--- config.mk ---
export PLATFORM = sky130hd
export DESIGN_NAME = param_decode
export DESIGN_NICKNAME = d
export VERILOG_FILES = /design/src/rtl/pigro_pkg.sv /design/src/rtl/param_decode_hazard_unit.sv /design/src/rtl/param_decode.sv
export SDC_FILE = /design/constraint.sdc
export NUM_CORES = 1
export LEC_CHECK = 0
export BUFFER_PORTS_ARGS = -buffer_cell sky130_fd_sc_hd__buf_2
export CAP_MARGIN = 20
export CORE_AREA = 5 5 135 137
export CTS_CLUSTER_DIAMETER = 40
export DETAILED_ROUTE_END_ITERATION = 8
export DIE_AREA = 0 0 140 142
export HOLD_SLACK_MARGIN = 0.1
export PLACE_DENSITY = 0.73
export REMOVE_ABC_BUFFERS = 1
export SETUP_SLACK_MARGIN = 0.15
export SLEW_MARGIN = 20
export SYNTH_ARGS = -nofsm -noshare
export SYNTH_HDL_FRONTEND = slang
export SYNTH_SLANG_ARGS = --single-unit
--- constraint.sdc ---
create_clock -name clk -period 2.3 [get_ports clk]
set_input_delay 0.23 -clock clk [delete_from_list [all_inputs] [get_ports clk]]
set_output_delay 0.23 -clock clk [all_outputs]
set_load 0.005 [all_outputs]
--- src/rtl/pigro_pkg.sv ---
// Shared decode definitions: opcodes, instruction field layout
// and the NOP encoding used by the decode stage.
package pigro_pkg;

  typedef enum logic [4:0] {
    OP_NOP  = 5'd0,
    OP_ADD  = 5'd2,
    OP_ADDI = 5'd3,
    OP_JMP  = 5'd16
  } op_e;

  // OP[31:27] IMM[26] Rd[25:22] Ra[21:18] Rb[17:14], low bits follow
  typedef struct packed {
    logic [4:0]  op;
    logic        imm;
    logic [3:0]  rd;
    logic [3:0]  ra;
    logic [3:0]  rb;
    logic [13:0] lo;
  } instr_t;

  localparam logic [31:0] NOP_INSTR = 32'h0;

  function automatic logic [17:0] f_imm18(instr_t i);
    return {i.rb, i.lo};
  endfunction

  function automatic logic [4:0] f_displ(instr_t i);
    return i.lo[4:0];
  endfunction

endpackage

--- src/rtl/param_decode_hazard_unit.sv ---
// RAW match against downstream writers, lowest index wins.
// DECODE_FWD_EN turns matched, ready writers into bypass sources.
module hazard_unit
  import pigro_pkg::*;
#(
  parameter int NHAZ = 3,
  parameter int RAW  = 4,
  parameter int XLEN = 32
) (
  input  logic [NHAZ-1:0]      i_haz_valid,
  input  logic [NHAZ*RAW-1:0]  i_haz_addr,
  input  logic [NHAZ*XLEN-1:0] i_haz_data,
  input  logic [NHAZ-1:0]      i_haz_data_ok,
  input  logic [RAW-1:0]       i_addr_a,
  input  logic [RAW-1:0]       i_addr_b,
  input  logic                 i_use_b,
  input  logic [XLEN-1:0]      i_rf_a,
  input  logic [XLEN-1:0]      i_rf_b,
  output logic                 o_hazard,
  output logic [XLEN-1:0]      o_data_a,
  output logic [XLEN-1:0]      o_data_b
);

  logic            w_hit_a, w_hit_b;
  logic            w_ok_a, w_ok_b;
  logic [XLEN-1:0] w_byp_a, w_byp_b;

  // Scan oldest to youngest so the youngest match overwrites
  always_comb begin
    w_hit_a = 1'b0;
    w_hit_b = 1'b0;
    w_ok_a  = 1'b0;
    w_ok_b  = 1'b0;
    w_byp_a = '0;
    w_byp_b = '0;
    for (int k = NHAZ - 1; k >= 0; k--) begin
      if (i_haz_valid[k] &&
          i_haz_addr[k*RAW +: RAW] == i_addr_a) begin
        w_hit_a = 1'b1;
        w_ok_a  = i_haz_data_ok[k];
        w_byp_a = i_haz_data[k*XLEN +: XLEN];
      end
      if (i_use_b && i_haz_valid[k] &&
          i_haz_addr[k*RAW +: RAW] == i_addr_b) begin
        w_hit_b = 1'b1;
        w_ok_b  = i_haz_data_ok[k];
        w_byp_b = i_haz_data[k*XLEN +: XLEN];
      end
    end
  end

`ifdef DECODE_FWD_EN
  assign o_hazard = (w_hit_a & ~w_ok_a) |
                    (w_hit_b & ~w_ok_b);
  assign o_data_a = w_hit_a ? w_byp_a : i_rf_a;
  assign o_data_b = w_hit_b ? w_byp_b : i_rf_b;
`else
  logic w_unused;
  assign w_unused = ^{i_haz_data, i_haz_data_ok,
                      w_ok_a, w_ok_b, w_byp_a, w_byp_b};
  assign o_hazard = w_hit_a | w_hit_b;
  assign o_data_a = i_rf_a;
  assign o_data_b = i_rf_b;
`endif

endmodule

--- src/rtl/param_decode.sv ---
// Decode stage: one-entry IR, RAW stall/bypass, in-stage JMP.
// Build with DECODE_FWD_EN to bypass ready downstream results.
module param_decode
  import pigro_pkg::*;
#(
  parameter  int XLEN = 32,
  parameter  int NREG = 16,
  parameter  int PCW  = 5,
  parameter  int NHAZ = 3,
  localparam int RAW  = $clog2(NREG)
) (
  input  logic                 clk,
  input  logic                 rst,
  input  logic                 in_valid,
  output logic                 in_ready,
  input  logic [31:0]          instr,
  input  logic [PCW-1:0]       pc_in,
  output logic [RAW-1:0]       rf_addr_a,
  output logic [RAW-1:0]       rf_addr_b,
  input  logic [XLEN-1:0]      rf_data_a,
  input  logic [XLEN-1:0]      rf_data_b,
  input  logic [NHAZ-1:0]      haz_valid,
  input  logic [NHAZ*RAW-1:0]  haz_addr,
  input  logic [NHAZ*XLEN-1:0] haz_data,
  input  logic [NHAZ-1:0]      haz_data_ok,
  output logic                 out_valid,
  input  logic                 out_ready,
  output logic [4:0]           opcode,
  output logic [XLEN-1:0]      data_a,
  output logic [XLEN-1:0]      data_b,
  output logic [XLEN-1:0]      immediate,
  output logic [RAW-1:0]       dest_addr,
  output logic [RAW-1:0]       src_a,
  output logic                 isimmediate,
  output logic [PCW-1:0]       pc,
  output logic                 jump_flag,
  output logic [PCW-1:0]       jump_dest,
  output logic                 stall
);

  instr_t           r_ir;
  logic             r_ir_valid;
  logic [PCW-1:0]   r_ir_pc;
  logic             r_out_valid;
  logic [4:0]       r_op;
  logic [XLEN-1:0]  r_da, r_db, r_imm;
  logic [RAW-1:0]   r_dest, r_src;
  logic             r_isimm;
  logic [PCW-1:0]   r_pc;
  logic             r_jflag;
  logic [PCW-1:0]   r_jdest;

  logic [RAW-1:0]     w_ra, w_rb, w_rd;
  logic               w_imm, w_jmp, w_hz;
  logic               w_stall, w_adv, w_in_ready;
  logic [XLEN-1:0]    w_da, w_db, w_sext;
  logic signed [17:0] w_i18;
  logic [PCW-1:0]     w_displ, w_jdest;

  assign w_ra  = RAW'(r_ir.ra);
  assign w_rb  = RAW'(r_ir.rb);
  assign w_rd  = RAW'(r_ir.rd);
  assign w_imm = r_ir.imm;
  assign w_jmp = (r_ir.op == OP_JMP);

  assign rf_addr_a = w_ra;
  assign rf_addr_b = w_rb;

  hazard_unit #(
    .NHAZ (NHAZ),
    .RAW  (RAW),
    .XLEN (XLEN)
  ) u_hazard (
    .i_haz_valid   (haz_valid),
    .i_haz_addr    (haz_addr),
    .i_haz_data    (haz_data),
    .i_haz_data_ok (haz_data_ok),
    .i_addr_a      (w_ra),
    .i_addr_b      (w_rb),
    .i_use_b       (~w_imm),
    .i_rf_a        (rf_data_a),
    .i_rf_b        (rf_data_b),
    .o_hazard      (w_hz),
    .o_data_a      (w_da),
    .o_data_b      (w_db)
  );

  assign w_stall = rst & r_ir_valid & w_hz;
  assign w_adv   = r_ir_valid & ~w_stall &
                   (~r_out_valid | out_ready);
  // A jump flushes its own slot, so nothing enters behind it
  assign w_in_ready = rst & (~r_ir_valid | w_adv) &
                      ~(w_adv & w_jmp);

  assign w_i18   = f_imm18(r_ir);
  assign w_sext  = XLEN'(w_i18);
  assign w_displ = PCW'(f_displ(r_ir));
  assign w_jdest = w_imm ? w_displ : r_ir_pc + w_displ;

  always_ff @(posedge clk) begin
    if (!rst) begin
      r_ir        <= NOP_INSTR;
      r_ir_valid  <= 1'b0;
      r_ir_pc     <= '0;
      r_out_valid <= 1'b0;
      r_op        <= OP_NOP;
      r_da        <= '0;
      r_db        <= '0;
      r_imm       <= '0;
      r_dest      <= '0;
      r_src       <= '0;
      r_isimm     <= 1'b0;
      r_pc        <= '0;
      r_jflag     <= 1'b0;
      r_jdest     <= '0;
    end else begin
      r_jflag <= w_adv & w_jmp;
      if (in_valid && w_in_ready) begin
        r_ir       <= instr;
        r_ir_pc    <= pc_in;
        r_ir_valid <= 1'b1;
      end else if (w_adv) begin
        r_ir_valid <= 1'b0;
      end
      if (w_adv && w_jmp) begin
        r_jdest     <= w_jdest;
        r_out_valid <= 1'b0;
        r_op        <= OP_NOP;
      end else if (w_adv) begin
        r_out_valid <= 1'b1;
        r_op        <= r_ir.op;
        r_da        <= w_da;
        r_db        <= w_imm ? '0 : w_db;
        r_imm       <= w_imm ? w_sext : '0;
        r_dest      <= w_rd;
        r_src       <= w_ra;
        r_isimm     <= w_imm;
        r_pc        <= r_ir_pc;
      end else if (!r_out_valid || out_ready) begin
        r_out_valid <= 1'b0;
        r_op        <= OP_NOP;
      end
    end
  end

  assign in_ready    = w_in_ready;
  assign stall       = w_stall;
  assign out_valid   = r_out_valid;
  assign opcode      = r_op;
  assign data_a      = r_da;
  assign data_b      = r_db;
  assign immediate   = r_imm;
  assign dest_addr   = r_dest;
  assign src_a       = r_src;
  assign isimmediate = r_isimm;
  assign pc          = r_pc;
  assign jump_flag   = r_jflag;
  assign jump_dest   = r_jdest;

endmodule

Word-level counts from Yosys, hierarchy flattened. Cells that the tools add are included.

Word-level logic and storage cells: 76. Memory bits (read-only): 0. Bits in latches: 0. Register bits after elaboration: 160. Input bits: 219. Output and inout port bits: 132. Memories: 0. Bits in writable memories: 0.

Divide/modulo/power cells: 0. Reduce and logical (&&, ||, !) cells: 17. Multipliers: 0. Shifts and indexed selects: 0. Multiplexer cells: 15. Bitwise operators: 17. $lt $le $gt $ge: 0. Equal/unequal tests: 7. Add/sub/neg operators: 1.

Operators by type and width (number): 32-bit 2-to-1 mux (2); 4-bit equality test (6); 5-bit 2-to-1 mux (3); 1-bit logical AND (11); 1-bit 2-to-1 mux (10); 1-bit bitwise AND (7); 1-bit inverter (7); 5-bit adder (1); 5-bit equality test, second input constant (1); 2-bit nonzero test (2); 1-bit bitwise OR (3); 2-bit AND reduction (1); 2-bit OR reduction (1); 1-bit zero test (1); 1-bit logical OR (1).

Logic depth before layout (Yosys ltp).
Word-level depth: 16. Mapped depth: 10. Mapped depth without buffers: 9.

Hierarchy. From an unflattened synthesis, not the netlist that was laid out.

Cell total of the unflattened synthesis: 784. Area total of the unflattened synthesis: 6286.0 um^2.

Modules (own cells, without submodules): param_decode (cells each 683, times used 1, area an instance 5517.8 um^2, sequential area each 2922.8 um^2); hazard_unit (cells each 101, times used 1, area an instance 768.2 um^2, sequential area each 0.0 um^2).

Worst setup path after synthesis. OpenSTA, ideal clock, no wires.

Path type: reg-to-output. From: register r_ir (netlist bit rf_addr_a[2]). To: output in_ready. Path slack: 359 ps. Path buffers: 3. Arrival: 1711 ps. Required time: 2070 ps. Stages on the path, launching flop included: 10. Cell sequence: dfxtp_1 buf_2 xnor2_1 nand3_1 o22ai_1 a211oi_2 buf_2 buf_2 nand4_1 a21oi_1.

Longest elaborated chain between the ends: 13. Elaborated cells on any way between the ends: 19. Those cells by class: eq/ne (3); mux (3); bitwise (10); reduce/logical (3).

Ends and longest elaborated chain: start: declaration (line param_decode.sv:41) `instr_t r_ir;`; start signal: assignment (line param_decode.sv:119) `r_ir <= instr;`; 4-bit equality test (line param_decode_hazard_unit.sv:38) `i_haz_addr[k*RAW +: RAW] == i_addr_a) begin`; 1-bit logical AND (line param_decode_hazard_unit.sv:37) `if (i_haz_valid[k] &&`; 1-bit 2-to-1 mux (2 in series) (line param_decode_hazard_unit.sv:37); 1-bit 2-to-1 mux * (line param_decode_hazard_unit.sv:37); 1-bit bitwise OR * (line param_decode_hazard_unit.sv:61) `assign o_hazard = w_hit_a | w_hit_b;`; 1-bit bitwise AND * (line param_decode.sv:88) `assign w_stall = rst & r_ir_valid & w_hz;`; 1-bit inverter * (line param_decode.sv:89) `assign w_adv = r_ir_valid & ~w_stall &`; 1-bit bitwise AND * (2 in series) (line param_decode.sv:89); 1-bit bitwise OR / 1-bit bitwise AND (equally long branches) (line param_decode.sv:92, param_decode.sv:93); 1-bit bitwise AND / 1-bit inverter (equally long branches) (line param_decode.sv:92, param_decode.sv:93); 1-bit bitwise AND * (line param_decode.sv:92) `assign w_in_ready = rst & (~r_ir_valid | w_adv) &`; end: declaration (line param_decode.sv:15) `output logic in_ready,`.

Every way passes the cells marked *; elsewhere a longest branch is shown, timed or not.

Worst setup path after layout.
From: register r_ir (netlist bit rf_addr_b[3]). To: output in_ready.

Longest elaborated chain between the ends: 13. Elaborated cells on any way between the ends: 19. Those cells by class: eq/ne (3); mux (3); bitwise (10); reduce/logical (3).

Ends and longest elaborated chain: 4-bit equality test (line param_decode_hazard_unit.sv:44) `i_haz_addr[k*RAW +: RAW] == i_addr_b) begin`; 1-bit logical AND (line param_decode_hazard_unit.sv:43) `if (i_use_b && i_haz_valid[k] &&`; 1-bit 2-to-1 mux (2 in series) (line param_decode_hazard_unit.sv:43); 1-bit 2-to-1 mux * (line param_decode_hazard_unit.sv:43); 1-bit bitwise OR * (line param_decode_hazard_unit.sv:61); 1-bit bitwise AND * (line param_decode.sv:88); 1-bit inverter * (line param_decode.sv:89); 1-bit bitwise AND * (2 in series) (line param_decode.sv:89); 1-bit bitwise OR / 1-bit bitwise AND (equally long branches) (line param_decode.sv:92, param_decode.sv:93); 1-bit bitwise AND / 1-bit inverter (equally long branches) (line param_decode.sv:92, param_decode.sv:93); 1-bit bitwise AND * (line param_decode.sv:92).

Marks and branches as above.

==> impl_metrics.yaml <==
grt:
  grt_pass1_vias: 6730
  grt_max_degree: 104
  grt_remaining_overflow: 0
  grt_pass1_wl_mm: 34.7
  antenna_found_initial: 0
  grt_usage_pct: 21.3
cts:
  cts_buffers: 17
  path_clk_slew_ns: 0.06
  cts-root-buf: "clkbuf_16"
  cts_buffer_depth: 2
  insertion_delay_ns: 0.41
  tritoncts: "built"
  cts_sinks: 146
  cts_htree_levels: 4
yosys:
  synth-simple-area-share_pct: 15.9
  synthAdderAreaFrac_pct: 1.07
  synth_compound_area_share_pct: 18.4
  synthTopCellsByArea: "dfxtp_1, a21oi_1, o21ai_1, mux2i_1, nand4b_1"
  syn_avg_cell_area_um2: 8.53
  ys_seq_elements: 146
  synth_top_family_by_area: "compound AO/OA/AOI/OAI gates"
  ys_seq_area_share_pct: 44.6
  yosys.area.top_type_share_pct: 44.6
  synth_edf_count: 0
  synth-main-ff-cell: "dfxtp_1"
  synthMuxAreaShare_pct: 5.80
  async_reset_ff_share_pct: 0
  syn_inst: 769
  synth.largest_area_cell: "dfxtp_1"
  synth_cell_type_count: 42
  synth_warnings: 0
  synthXorXnorAreaFrac_pct: 3.07
  synth_area_um2: 6560
pwr:
  p_int_mw: 6.06
  p_leak_nw: 4.50
  power.density_nw_per_um2: 920
  vdd_drop_max_uv: 596
  seqPwrFrac_pct: 35.1
  combPwrFrac_pct: 32.2
  clockPowerShare_pct: 32.7
  p_sw_share_pct: 32.9
  power_switching_mw: 2.97
setup_path:
  crit_slowest_cell: "dfxtp_2"
  crit_path_end_kind: "output pin"
  cp_cell_sequence: "buf_6 -> xor2_1 -> nor3_1 -> nand4_1 -> and2_4 -> buf_8 -> nand4_1 -> a21oi_2 -> buf_2"
  cp-start-kind: "register"
  worstSetupPathType: "register to output pin"
  path_max_fanout: 7
  slowest_delay_ns: 0.33
  ff2ff_setup_slack_ns: 0.10
  worstPathArrival_ns: 2.05
  cp_common_cell: "nand4_1"
  required_ns: 2.07
drt:
  dr.pass1.iters: 5
  final_antenna_net_count: 0
  num_vias: 7046
  drt_iter0_markers: 459
  drcViolationCount: 0
  wire_per_inst_um: 17.4
  viasPerCell: 5.31
  finalWirelength_mm: 23.1
final_layout:
  fin_area_um2: 9810
  drive_gt1_share_pct: 33.5
  nFillCells: 1445
  area_delta_synth_final_pct: 49.6
  fin_nets: 1311
  finalNonFillerCells: 1326
  utilization_pct: 57.9
placement:
  hpwl_mm: 13.6
  place_congestion: 0.860
  port_buffers: 251
  postPlaceCellArea_um2: 7910
  dpl.cell_count: 1176
timing:
  slew_viol_final: 0
  fin_crit_ns: 2.28
  max_freq_ghz: 0.439
  rsz0062_at_grt: "yes"
  worst_pin_slew_ns: 0.516
  min_period_over_period_pct: 98.9
  max-slew-margin-rel_pct: 65.6
  finalClockSkew_ns: 0.00737
  setup_viol: 0
  finalHoldViolations: 0
die:
  die_w_um: 140
  rows: 48
  coreArea_um2: 16900
  die_h_um: 142
  dieArea_um2: 19900
  io_pins: 351
  start_util_pct: 38.7
job:
  drv_cap: 0
worst_hold_path:
  worst_hold_path_type: "primary input to register"
outcome:
  outcome: "finished, final reports clean"
-- registers in the layout, indices dropped and copies added, names as in the netlist --
| register | count |
|---|---|
| data_a | 32 |
| isimmediate | 1 |
| dest_addr | 4 |
| out_valid | 1 |
| r_ir | 19 |
| src_a | 4 |
| rf_addr_a | 4 |
| jump_dest | 5 |
| w_rd | 4 |
| jump_flag | 1 |
| rf_addr_b | 4 |
| immediate | 18 |
| r_ir_valid | 1 |
| pc | 5 |
| opcode | 5 |
| data_b | 32 |
| r_ir_pc | 5 |
| w_imm | 1 |
-- cell type report --
cell class | instances | area (µm²) | area share, %
multi-input combinational | 478 | 3000 | 30.6
tap | 225 | 282 | 2.87
clock inverter | 13 | 184 | 1.87
clock buffer | 19 | 443 | 4.51
inverter | 45 | 170 | 1.73
antenna | 1 | 2.50 | 0.0255
sequential | 146 | 2930 | 29.9
timing repair buffer | 399 | 2800 | 28.5
-- layer usage --
layer  vias to the layer above  GRT usage, %  part of all wire, %
met4                         0          7.75                  2.1
met2                       379          34.6                   47
li1                       3320             -                    -
met1                      3307          27.2                   42
met5                         -             0                    0
met3                        40          6.01                  9.1
-- power groups by stage --
stage / logic, mW / clock network (mW) / registers, mW
after floorplan: 1.27 / 0 / 3.24
after global placement: 2.46 / 0 / 3.18
after detailed placement: 2.49 / 0 / 3.20
after CTS: 2.65 / 3.01 / 3.15
after global routing: 3.14 / 3.14 / 3.21
final: 2.91 / 2.95 / 3.17
-- synthesized netlist by cell type (2+ instances only) --
master / count
nor3_1: 8
o22ai_1: 2
buf_4: 24
xnor2_1: 11
nand4b_1: 32
buf_2: 37
a21oi_1: 107
inv_2: 3
clkbuf_1: 31
a31oi_1: 4
and3_1: 2
a211oi_2: 4
o21a_1: 2
buf_12: 2
ha_1: 4
and2_1: 4
inv_1: 42
nor2_1: 6
o21ai_0: 11
buf_1: 5
nand2_1: 48
mux2i_1: 38
dfxtp_1: 146
xor2_1: 12
nand4_1: 26
nand3_1: 53
nor2b_1: 3
o21ai_1: 88
-- worst paths after layout --
| check | from | cells past startpoint | to |
|---|---|---|---|
| worst min register to register | r_ir[8] | 2 | r_ir[8] |
| worst min-delay path | rf_data_b[21] | 3 | data_b[21] |
| worst max register to register | rf_addr_b[1] | 8 | jump_dest[3] |
| worst max-delay path | rf_addr_b[3] | 9 | in_ready |
-- metrics by stage --
stage	power, mW	worst slack (ns)	hold WS [ns]	setup TNS [ns]
after CTS	8.82	0.0288	0.102	0
after floorplan	4.52	-4.24	0.362	-474.01
after global placement	5.64	0.214	0.444	0
after global routing	9.50	-0.0924	0.109	-0.164
final	9.03	0.0244	0.121	0
after detailed placement	5.69	0.174	0.451	0
-- worst max-delay path, delay by kind of cell (launching register included) --
family | cells | cell delay (ns)
compound gates | 1 | 0.05
flops | 1 | 0.33
simple gates | 4 | 0.72
buf+inv | 3 | 0.36
xor+xnor | 1 | 0.16
-- cell usage in the layout, fill, tap and decap left out, types with 3 or more instances in the layout --
| cell | synthesis | layout |
|---|---|---|
| buf_4 | 24 | 31 |
| inv_1 | 42 | 42 |
| bufinv_16 | 0 | 4 |
| buf_12 | 2 | 8 |
| nor2_1 | 6 | 5 |
| a21oi_1 | 107 | 105 |
| mux2i_1 | 38 | 37 |
| ha_1 | 4 | 4 |
| nand3_1 | 53 | 51 |
| nor3_1 | 8 | 7 |
| o21ai_0 | 11 | 10 |
| nand4_1 | 26 | 26 |
| clkbuf_16 | 0 | 20 |
| dlygate4sd3_1 | 0 | 98 |
| buf_6 | 1 | 7 |
| nand4b_1 | 32 | 32 |
| dfxtp_1 | 146 | 137 |
| a31oi_1 | 4 | 3 |
| buf_2 | 37 | 251 |
| a211oi_2 | 4 | 3 |
| nand2_1 | 48 | 48 |
| xor2_1 | 12 | 12 |
| xnor2_1 | 11 | 11 |
| o21ai_1 | 88 | 89 |
| clkinv_2 | 0 | 4 |
| clkinvlp_4 | 0 | 3 |
| dfxtp_2 | 0 | 9 |
-- cell families after synthesis --
| kind of cell | Yosys count |
|---|---|
| AOI/OAI and AO/OA | 225 |
| xor gates and xnor gates | 23 |
| adders and majority gates | 5 |
| buffers and inverters | 146 |
| DFF | 146 |
| muxes | 38 |
| and+or+nand+nor | 186 |
-- timing repair --
item	in CTS	in global routing
cloned	0	4
resized for setup	9	24
endpoints found under the setup margin	2	100
hold buffers	97	1
setup buffers	4	11
pin swaps	2	12
endpoints found under the hold margin	97	1
No activity file was read; power rests on OpenSTA's default activity.
